[src/rtl/ifu_fetch_ctrl.sv]
// ifu_fetch_ctrl: fetch sequencer; owns the fetch PC, feeds a DEPTH-entry
// {pc, instr} FIFO to decode (valid/ready), flushes on redirect, sticky fault.
// Ports: clk/reset (sync, active-high); im_pc/im_instr to IM;
//   redirect_valid/redirect_pc; out_valid/out_ready/out_instr/out_pc to decode;
//   fault/fault_pc report a misaligned or out-of-range fetch PC.
module ifu_fetch_ctrl #(
  parameter logic [31:0] PC_RESET = 32'h0000_3000,
  parameter int          IM_WORDS = 4096,
  parameter int          DEPTH    = 2
) (
  input  logic        clk,
  input  logic        reset,
  output logic [31:0] im_pc,
  input  logic [31:0] im_instr,
  input  logic        redirect_valid,
  input  logic [31:0] redirect_pc,
  output logic        out_valid,
  input  logic        out_ready,
  output logic [31:0] out_instr,
  output logic [31:0] out_pc,
  output logic        fault,
  output logic [31:0] fault_pc
);

  localparam int PW = (DEPTH > 1) ? $clog2(DEPTH) : 1;
  localparam int CW = $clog2(DEPTH + 1);
  localparam logic [31:0]   IM_BYTES = 32'(IM_WORDS * 4);
  localparam logic [CW-1:0] FULL     = CW'(DEPTH);
  localparam logic [PW-1:0] LAST     = PW'(DEPTH - 1);

  typedef enum logic {
    FETCH,
    FAULT
  } state_t;

  state_t        state_q;
  logic [31:0]   pc_q;
  logic [31:0]   pc_buf  [DEPTH];
  logic [31:0]   ins_buf [DEPTH];
  logic [PW-1:0] rd_q;
  logic [PW-1:0] wr_q;
  logic [CW-1:0] count_q;
  logic          fault_q;
  logic [31:0]   fault_pc_q;

  logic [31:0] off;
  logic        in_range;
  logic        pop;
  logic        space;
  logic        push;
  logic        detect;

  function automatic logic [PW-1:0] nxt(input logic [PW-1:0] p);
    return (p == LAST) ? '0 : p + PW'(1);
  endfunction

  // PCs below PC_RESET wrap to a huge offset and fail the bound.
  assign off      = pc_q - PC_RESET;
  assign in_range = (pc_q[1:0] == 2'b00) && (off < IM_BYTES);
  assign pop      = out_valid & out_ready;
  assign space    = (count_q < FULL) | pop;
  assign push     = (state_q == FETCH) & in_range & space
                  & ~redirect_valid;
  assign detect   = (state_q == FETCH) & ~in_range
                  & ~redirect_valid;

  always_ff @(posedge clk) begin
    if (reset) begin
      state_q    <= FETCH;
      pc_q       <= PC_RESET;
      rd_q       <= '0;
      wr_q       <= '0;
      count_q    <= '0;
      fault_q    <= 1'b0;
      fault_pc_q <= '0;
      for (int i = 0; i < DEPTH; i++) begin
        pc_buf[i]  <= '0;
        ins_buf[i] <= '0;
      end
    end else if (redirect_valid) begin
      // Flush drops everything, including a same-cycle pop's successor.
      state_q <= FETCH;
      pc_q    <= redirect_pc;
      rd_q    <= '0;
      wr_q    <= '0;
      count_q <= '0;
      fault_q <= 1'b0;
    end else begin
      if (push) begin
        pc_buf[wr_q]  <= pc_q;
        ins_buf[wr_q] <= im_instr;
        wr_q          <= nxt(wr_q);
        pc_q          <= pc_q + 32'd4;
      end
      if (pop) begin
        rd_q <= nxt(rd_q);
      end
      unique case ({push, pop})
        2'b10:   count_q <= count_q + CW'(1);
        2'b01:   count_q <= count_q - CW'(1);
        default: count_q <= count_q;
      endcase
      if (detect) begin
        fault_q    <= 1'b1;
        fault_pc_q <= pc_q;
        state_q    <= FAULT;
      end
    end
  end

  assign im_pc     = pc_q;
  assign out_valid = (count_q != '0);
  assign out_pc    = pc_buf[rd_q];
  assign out_instr = ins_buf[rd_q];
  assign fault     = fault_q;
  assign fault_pc  = fault_pc_q;

endmodule

[config.mk]
export PLATFORM = sky130hd
export DESIGN_NAME = ifu_fetch_ctrl
export DESIGN_NICKNAME = d
export VERILOG_FILES = /design/src/rtl/ifu_fetch_ctrl.sv
export SDC_FILE = /design/constraint.sdc
export NUM_CORES = 1
export LEC_CHECK = 0
export ABC_AREA = 0
export BUFFER_PORTS_ARGS = -buffer_cell sky130_fd_sc_hd__buf_2
export CORE_ASPECT_RATIO = 1.4
export CORE_MARGIN = 2
export CORE_UTILIZATION = 27
export CTS_CLUSTER_SIZE = 8
export DETAILED_ROUTE_END_ITERATION = 8
export GPL_TIMING_DRIVEN = 1
export PLACE_DENSITY = 0.55
export SLEW_MARGIN = 25
export SYNTH_ARGS = -nofsm -noshare
export SYNTH_HDL_FRONTEND = slang
export SYNTH_SLANG_ARGS = --single-unit
export TNS_END_PERCENT = 10
[constraint.sdc]
create_clock -name clk -period 16.5 [get_ports clk]
set_clock_uncertainty 0.2 [all_clocks]
set_input_delay 0.825 -clock clk [delete_from_list [all_inputs] [get_ports clk]]
set_output_delay 0.825 -clock clk [all_outputs]
set_load 0.01 [all_outputs]
==> results of run 1 <==
-- power by group through the flow --
stage               registers (µW)  logic, µW  clock network (µW)
detailed placement             577       87.7                   0
floorplan                      576       46.5                   0
global placement               576       87.8                   0
finish                         566       85.8                 415
global route                   569       95.8                 446
CTS                            566       88.1                 430
-- final timing paths --
kind	from	to	slack (ns)	cells after the start
max	im_pc[17]	ins_buf[1][8]	12.61	6
min	fault_pc[9]	fault_pc[9]	0.27	2
max reg2reg	im_pc[17]	ins_buf[1][8]	12.61	6
min reg2reg	fault_pc[9]	fault_pc[9]	0.27	2
-- state kept, by name, summed over array words and instances (netlist names), named ones only --
| signal | flops |
|---|---|
| count_q | 2 |
| wr_q | 1 |
| pc_buf | 64 |
| rd_q | 1 |
| fault_pc | 32 |
| ins_buf | 64 |
| im_pc | 32 |
| fault | 1 |
-- layout make-up --
cell class	instances	area share (%)
Sequential cell	198	49.6
Timing Repair Buffer	204	9.82
Antenna cell	1	0.0237
Clock buffer	24	4.99
Inverter	9	0.320
Multi-Input combinational cell	432	30.0
Clock inverter	8	0.556
Tap cell	390	4.62
-- synthesized netlist by cell type, types with 4 or more instances --
master	instances	area, µm²
edfxtp_1	128	3840
and2_1	89	557
dfxtp_1	70	1400
mux2_2	66	743
nand2b_1	66	413
mux2i_1	34	340
clkbuf_1	21	78.8
nor2_1	19	71.3
a22o_1	17	149
nand2_1	12	45.0
a21oi_1	9	45.0
inv_1	9	33.8
clkbuf_2	8	40.0
nand3_1	8	40.0
buf_2	6	30.0
o21ai_0	6	30.0
nor3_1	5	25.0
and3_1	4	25.0
or2_2	4	25.0
or3_1	4	25.0
xnor2_1	4	35.0
-- critical path, delay by kind of cell (launching register included) --
family | cells | cell delay, ns
compound gates | 2 | 0.63
buf+inv | 1 | 0.28
flops | 1 | 0.36
simple gates | 3 | 1.98
-- stage by stage --
step | power [µW] | instances
finish | 1070 | 1266
global route | 1110 | 1266
CTS | 1080 | 1265
detailed placement | 665 | 1233
global placement | 664 | 1233
floorplan | 623 | 678
-- routing by layer --
layer | up-vias | wire length, µm | track usage, % | part of all wire [%]
met3 | 25 | 1750 | 4.67 | 8.5
met2 | 190 | 10000 | 21.5 | 49
li1 | 2692 | - | - | -
met4 | 6 | 353 | 4.75 | 1.7
met5 | - | 32 | 0 | 0.15
met1 | 2612 | 8480 | 15.1 | 41
-- cells by family after synthesis --
| logic type | count (synthesis) | synth area share (%) |
|---|---|---|
| mux | 100 | 12.8 |
| flops | 198 | 62.0 |
| buf+inv | 48 | 2.38 |
| fa+ha+maj | 2 | 0.296 |
| other cells | 1 | 0.0443 |
| xor+xnor | 5 | 0.518 |
| simple gates | 227 | 16.2 |
| compound gates | 60 | 5.78 |
==> flow_summary.yaml, run 1 <==
placement:
  dpl_cell_area_um2: 9980
  dpl_worst_slack_ns: 12.33
  io_buffers: 197
  gp_congestion: 0.767
  dp_hpwl_um: 13600
grt:
  grt_max_degree: 83
  antenna_found_initial: 4
  grt_use_total_pct: 12.8
  grt_pass1_wl_um: 32200
  gr-total-overflow: 0
  grt_pass1_vias: 5718
sta:
  worstMarginPinSlew_ns: 0.959
  setup_viol: 0
  setup_slack_ns: 12.61
  rsz0062_at_grt: "no"
  relSlewSlack_pct: 36.1
  holdWs_ns: 0.273
  hold_viol_final: 0
  timing.final.crit_share_pct: 23.6
  fmax_mhz: 257
  drv_slew: 0
  setup_tns_ns: 0
  period_needed_ns: 3.89
setup_path:
  worst_setup_path_start_kind: "flop"
  critPathArrivalTime_ns: 3.76
  required_ns: 16.37
  critPathKind: "flop to flop"
  path_cells: "nor4_4, o2111ai_1, a2111oi_4, buf_4, and3_2, or2_4"
  cp_max_fo: 64
  critPathMaxStageDelay_ns: 0.88
  critical_path.endpoint_type: "flop"
  cp_slowest_cell: "or2_4"
power_and_ir_drop:
  switchingPower_uw: 253
  vdd_drop_max_mv: 0.0694
  p_per_area_nw_per_um2: 101
  power_frac_seq_pct: 53.0
  p_comb_share_pct: 8.0
  p_clk_share_pct: 38.9
  p_sw_share_pct: 23.7
  cellLeakagePower_uw: 0.00431
  intPower_uw: 814
clocking:
  htree_levels: 4
  numCtsBuffers: 17
  clk_path_buf_depth: 2
  ctsRootBufferMaster: "clkbuf_16"
  hold_buffers: 0
  cts_resized: 0
  clk_pin_slew_ns: 0.07
  post-cts-setup-buffers: 0
  worstSkewPairLatency_ns: 0.45
  cts_tree: "done"
  cts_sinks: 198
floorplanning:
  die_y_um: 213
  core_um2: 30800
  fp.dieW_um: 154
  die_area_um2: 32800
  num_rows: 76
  start_util_pct: 27.5
  io_pins: 198
run:
  cap_violations: 0
finish:
  seq_area_um2: 5250
  fillers: 3134
  drive_gt1_share_pct: 36.0
  final_util_pct: 34.3
  final_cell_mix: "buf_2 (197), edfxtp_1 (128), and2_1 (89), dfxtp_1 (69)"
  areaGrowthSynthToFinish_pct: 25.0
  layout_commonest_cell: "buf_2"
  multiInputGateArea_um2: 3170
  fin_area_um2: 10600
  nets: 932
route:
  viasPerCell: 4.36
  wl_um: 20600
  drc_errors: 0
  dr.pass1.iters: 4
  first_iter_violations: 332
  via_count: 5525
  ant_nets: 0
  wl_per_cell_um: 16.3
logic_synthesis:
  ys_types: 55
  yosysWarnings: 0
  yosysSeqAreaShare_pct: 62.0
  synthesis.area_um2: 8460
  synth_edf_count: 128
  syn_inst: 641
  synthArstFlopShare_pct: 0
  synth-seq-cells: 198
  yosys_most_used_dff: "edfxtp_1"
  avgSynthCellArea_um2: 13.2
run_status:
  outcome: "complete, no violations"
worst_hold_path:
  hold_path.class: "flop to flop"
Power figures use the tool's default switching activity.
==> inputs of run 2 (changes only) <==
ABC_AREA = 1   (was 0)
PLACE_DENSITY = 0.56   (was 0.55)
clock period = 3.5 ns   (was 16.5 ns; I/O delays follow)
==> flow_summary.yaml, run 2 <==
run:
  cap_violations: 0
sta:
  period_needed_ns: 2.73
  worstMarginPinSlew_ns: 0.909
  drv_slew: 0
  setup_tns_ns: 0
  timing.final.crit_share_pct: 78.1
  setup_slack_ns: 0.767
  fmax_mhz: 366
  hold_viol_final: 0
  rsz0062_at_grt: "no"
  relSlewSlack_pct: 39.4
  setup_viol: 0
setup_path:
  worst_setup_path_start_kind: "flop"
  critPathMaxStageDelay_ns: 0.37
  cp_top_family: "simple AND/OR/NAND/NOR gates"
  critical_path.endpoint_type: "flop"
  cp_max_fo: 64
  cp_common_cell: "nand2_1"
  critPathArrivalTime_ns: 2.64
  required_ns: 3.40
  crit_buf_inv: 3
  cp_slowest_cell: "dfxtp_1"
  path_cells: "nor2_1, nand2_1, nor2_2, nand3_1, nand2_1, nand2_1, inv_2, nand2_1, nor2_2, nand4_2, inv_2, nand2_1, o21ai_4, buf_12"
  critPathKind: "flop to flop"
route:
  dr.pass1.iters: 4
  drc_errors: 0
  first_iter_violations: 293
  via_count: 6580
  wl_per_cell_um: 14.5
  viasPerCell: 4.32
  ant_nets: 0
  wl_um: 22100
placement:
  dpl_worst_slack_ns: 0.724
  dp_cells: 1410
  dp_hpwl_um: 14400
  io_buffers: 197
  gp_congestion: 0.813
logic_synthesis:
  synth_top_cell_area_share_pct: 45.6
  avgSynthCellArea_um2: 10.3
  yosysWarnings: 0
  yosys.area.top_type: "edfxtp_1"
  ys_types: 32
  syn_inst: 819
  synth-seq-cells: 198
  synthMostInstantiatedCell: "nand2_1"
  yosysSeqAreaShare_pct: 62.2
  yosys-top-cells-count: "nand2_1 (152), edfxtp_1 (128), nor2_1 (124), inv_1 (74), dfxtp_1 (70)"
  synthesis.area_um2: 8440
  yosys_most_used_dff: "edfxtp_1"
  synthTopCellsByArea: "edfxtp_1 (46%), dfxtp_1 (17%), mux2_2 (8.5%), nand2_1 (6.8%), nor2_1 (5.5%)"
  synth_edf_count: 128
  synthArstFlopShare_pct: 0
floorplanning:
  start_util_pct: 27.4
  core_um2: 30800
  io_pins: 198
  die_area_um2: 32700
  die_y_um: 213
  fp.dieW_um: 153
  num_rows: 76
finish:
  fillers: 3094
  biggestRegsByFlops: "ins_buf: 64 flops, pc_buf: 64 flops"
  insertedDiodeCount: 0
  nets: 1189
  multiInputGateArea_um2: 2830
  final_util_pct: 36.7
  areaGrowthSynthToFinish_pct: 34.2
  layoutNonFillerInstCount: 1522
  drive_gt1_share_pct: 28.1
  layout_commonest_cell: "buf_2"
  final_cell_mix: "buf_2 (197), nand2_1 (151), edfxtp_1 (128), nor2_1 (124), dlygate4sd3_1 (80)"
  seq_area_um2: 5250
grt:
  gr-total-overflow: 0
  grt_max_degree: 65
  antenna_found_initial: 0
  grt_pass1_wl_um: 34900
  grt_use_total_pct: 13.7
  grt_pass1_vias: 6694
clocking:
  clk_pin_slew_ns: 0.08
  cts_resized: 0
  cts_sinks: 198
  clk_path_buf_depth: 2
  htree_levels: 4
  worstSkewPairLatency_ns: 0.45
  numCtsBuffers: 17
  cts_tree: "done"
  ctsRootBufferMaster: "clkbuf_16"
worst_hold_path:
  hold_path.class: "input pin to flop"
run_status:
  outcome: "complete, no violations"
power_and_ir_drop:
  cellLeakagePower_uw: 0.00491
  vdd_drop_max_mv: 0.324
  p_per_area_nw_per_um2: 453
-- run 2: repair_timing --
action | 4_1_cts | 5_1_grt
hold endpoints to repair | 102 | 0
setup endpoints to repair | 0 | 0
setup buffers | 0 | 0
hold buffers | 80 | 0
-- run 2: final cells by class --
type | instances | share of cell area [%]
timing repair buffer | 286 | 16.6
clock buffer | 18 | 3.98
inverter | 77 | 2.55
clock inverter | 14 | 1.18
multi-input combinational | 539 | 25.0
tap | 390 | 4.31
sequential | 198 | 46.4
-- run 2: stage by stage --
| stage | area (µm²) | hold WS, ns | total power [µW] |
|---|---|---|---|
| after floorplan | 8590 | 0.110 | 2950 |
| after global placement | 9940 | 0.213 | 3140 |
| after detailed placement | 9940 | 0.213 | 3150 |
| after CTS | 11300 | 0.0343 | 5210 |
| after global routing | 11300 | 0.0880 | 5360 |
| final | 11300 | 0.0723 | 5130 |
-- run 2: power breakdown --
part | internal (µW) | switching (µW)
Combinational | 223 | 286
Clock | 1040 | 927
Sequential | 2590 | 63.5
Total | 3850 | 1280
-- run 2: worst paths after layout --
kind / from / end / slack [ns] / cells after the start
setup reg to reg: im_pc[16] / pc_buf[0][18] / 0.77 / 14
hold / removal: redirect_valid / im_pc[13] / 0.07 / 3
setup / recovery: im_pc[16] / pc_buf[0][18] / 0.77 / 14
hold reg to reg: rd_q / rd_q / 0.26 / 1
-- run 2: kinds of logic (layout without fill, tap and decap cells) --
| group | Yosys count | in the layout | synth area share (%) |
|---|---|---|---|
| muxes | 65 | 65 | 8.66 |
| AOI/OAI and AO/OA | 83 | 83 | 4.95 |
| xor gates and xnor gates | 9 | 9 | 0.934 |
| buffers and inverters | 119 | 395 | 6.11 |
| and+or+nand+nor | 342 | 342 | 16.8 |
| adders and majority gates | 2 | 2 | 0.297 |
| DFF | 198 | 198 | 62.2 |
| other | 1 | 38 | 0.0445 |
-- run 2: worst reg2reg max path, cell delays in order, from the launching register on --
cell     delay, ns
dfxtp_1       0.37
nor2_1        0.22
nand2_1       0.11
nor2_2        0.10
nand3_1       0.09
nand2_1       0.08
nand2_1       0.06
inv_2         0.04
nand2_1       0.05
nor2_2        0.14
nand4_2       0.13
inv_2         0.12
nand2_1       0.11
o21ai_4       0.17
buf_12        0.32
-- run 2: routing by layer --
layer	vias to the layer above	share of wire [%]	global-route usage [%]	wire, µm
met4	0	1.5	4.11	329
li1	3278	-	-	-
met3	20	5.9	3.94	1310
met2	199	52	24.6	11400
met1	3083	41	15.7	9040
met5	-	0	0	0
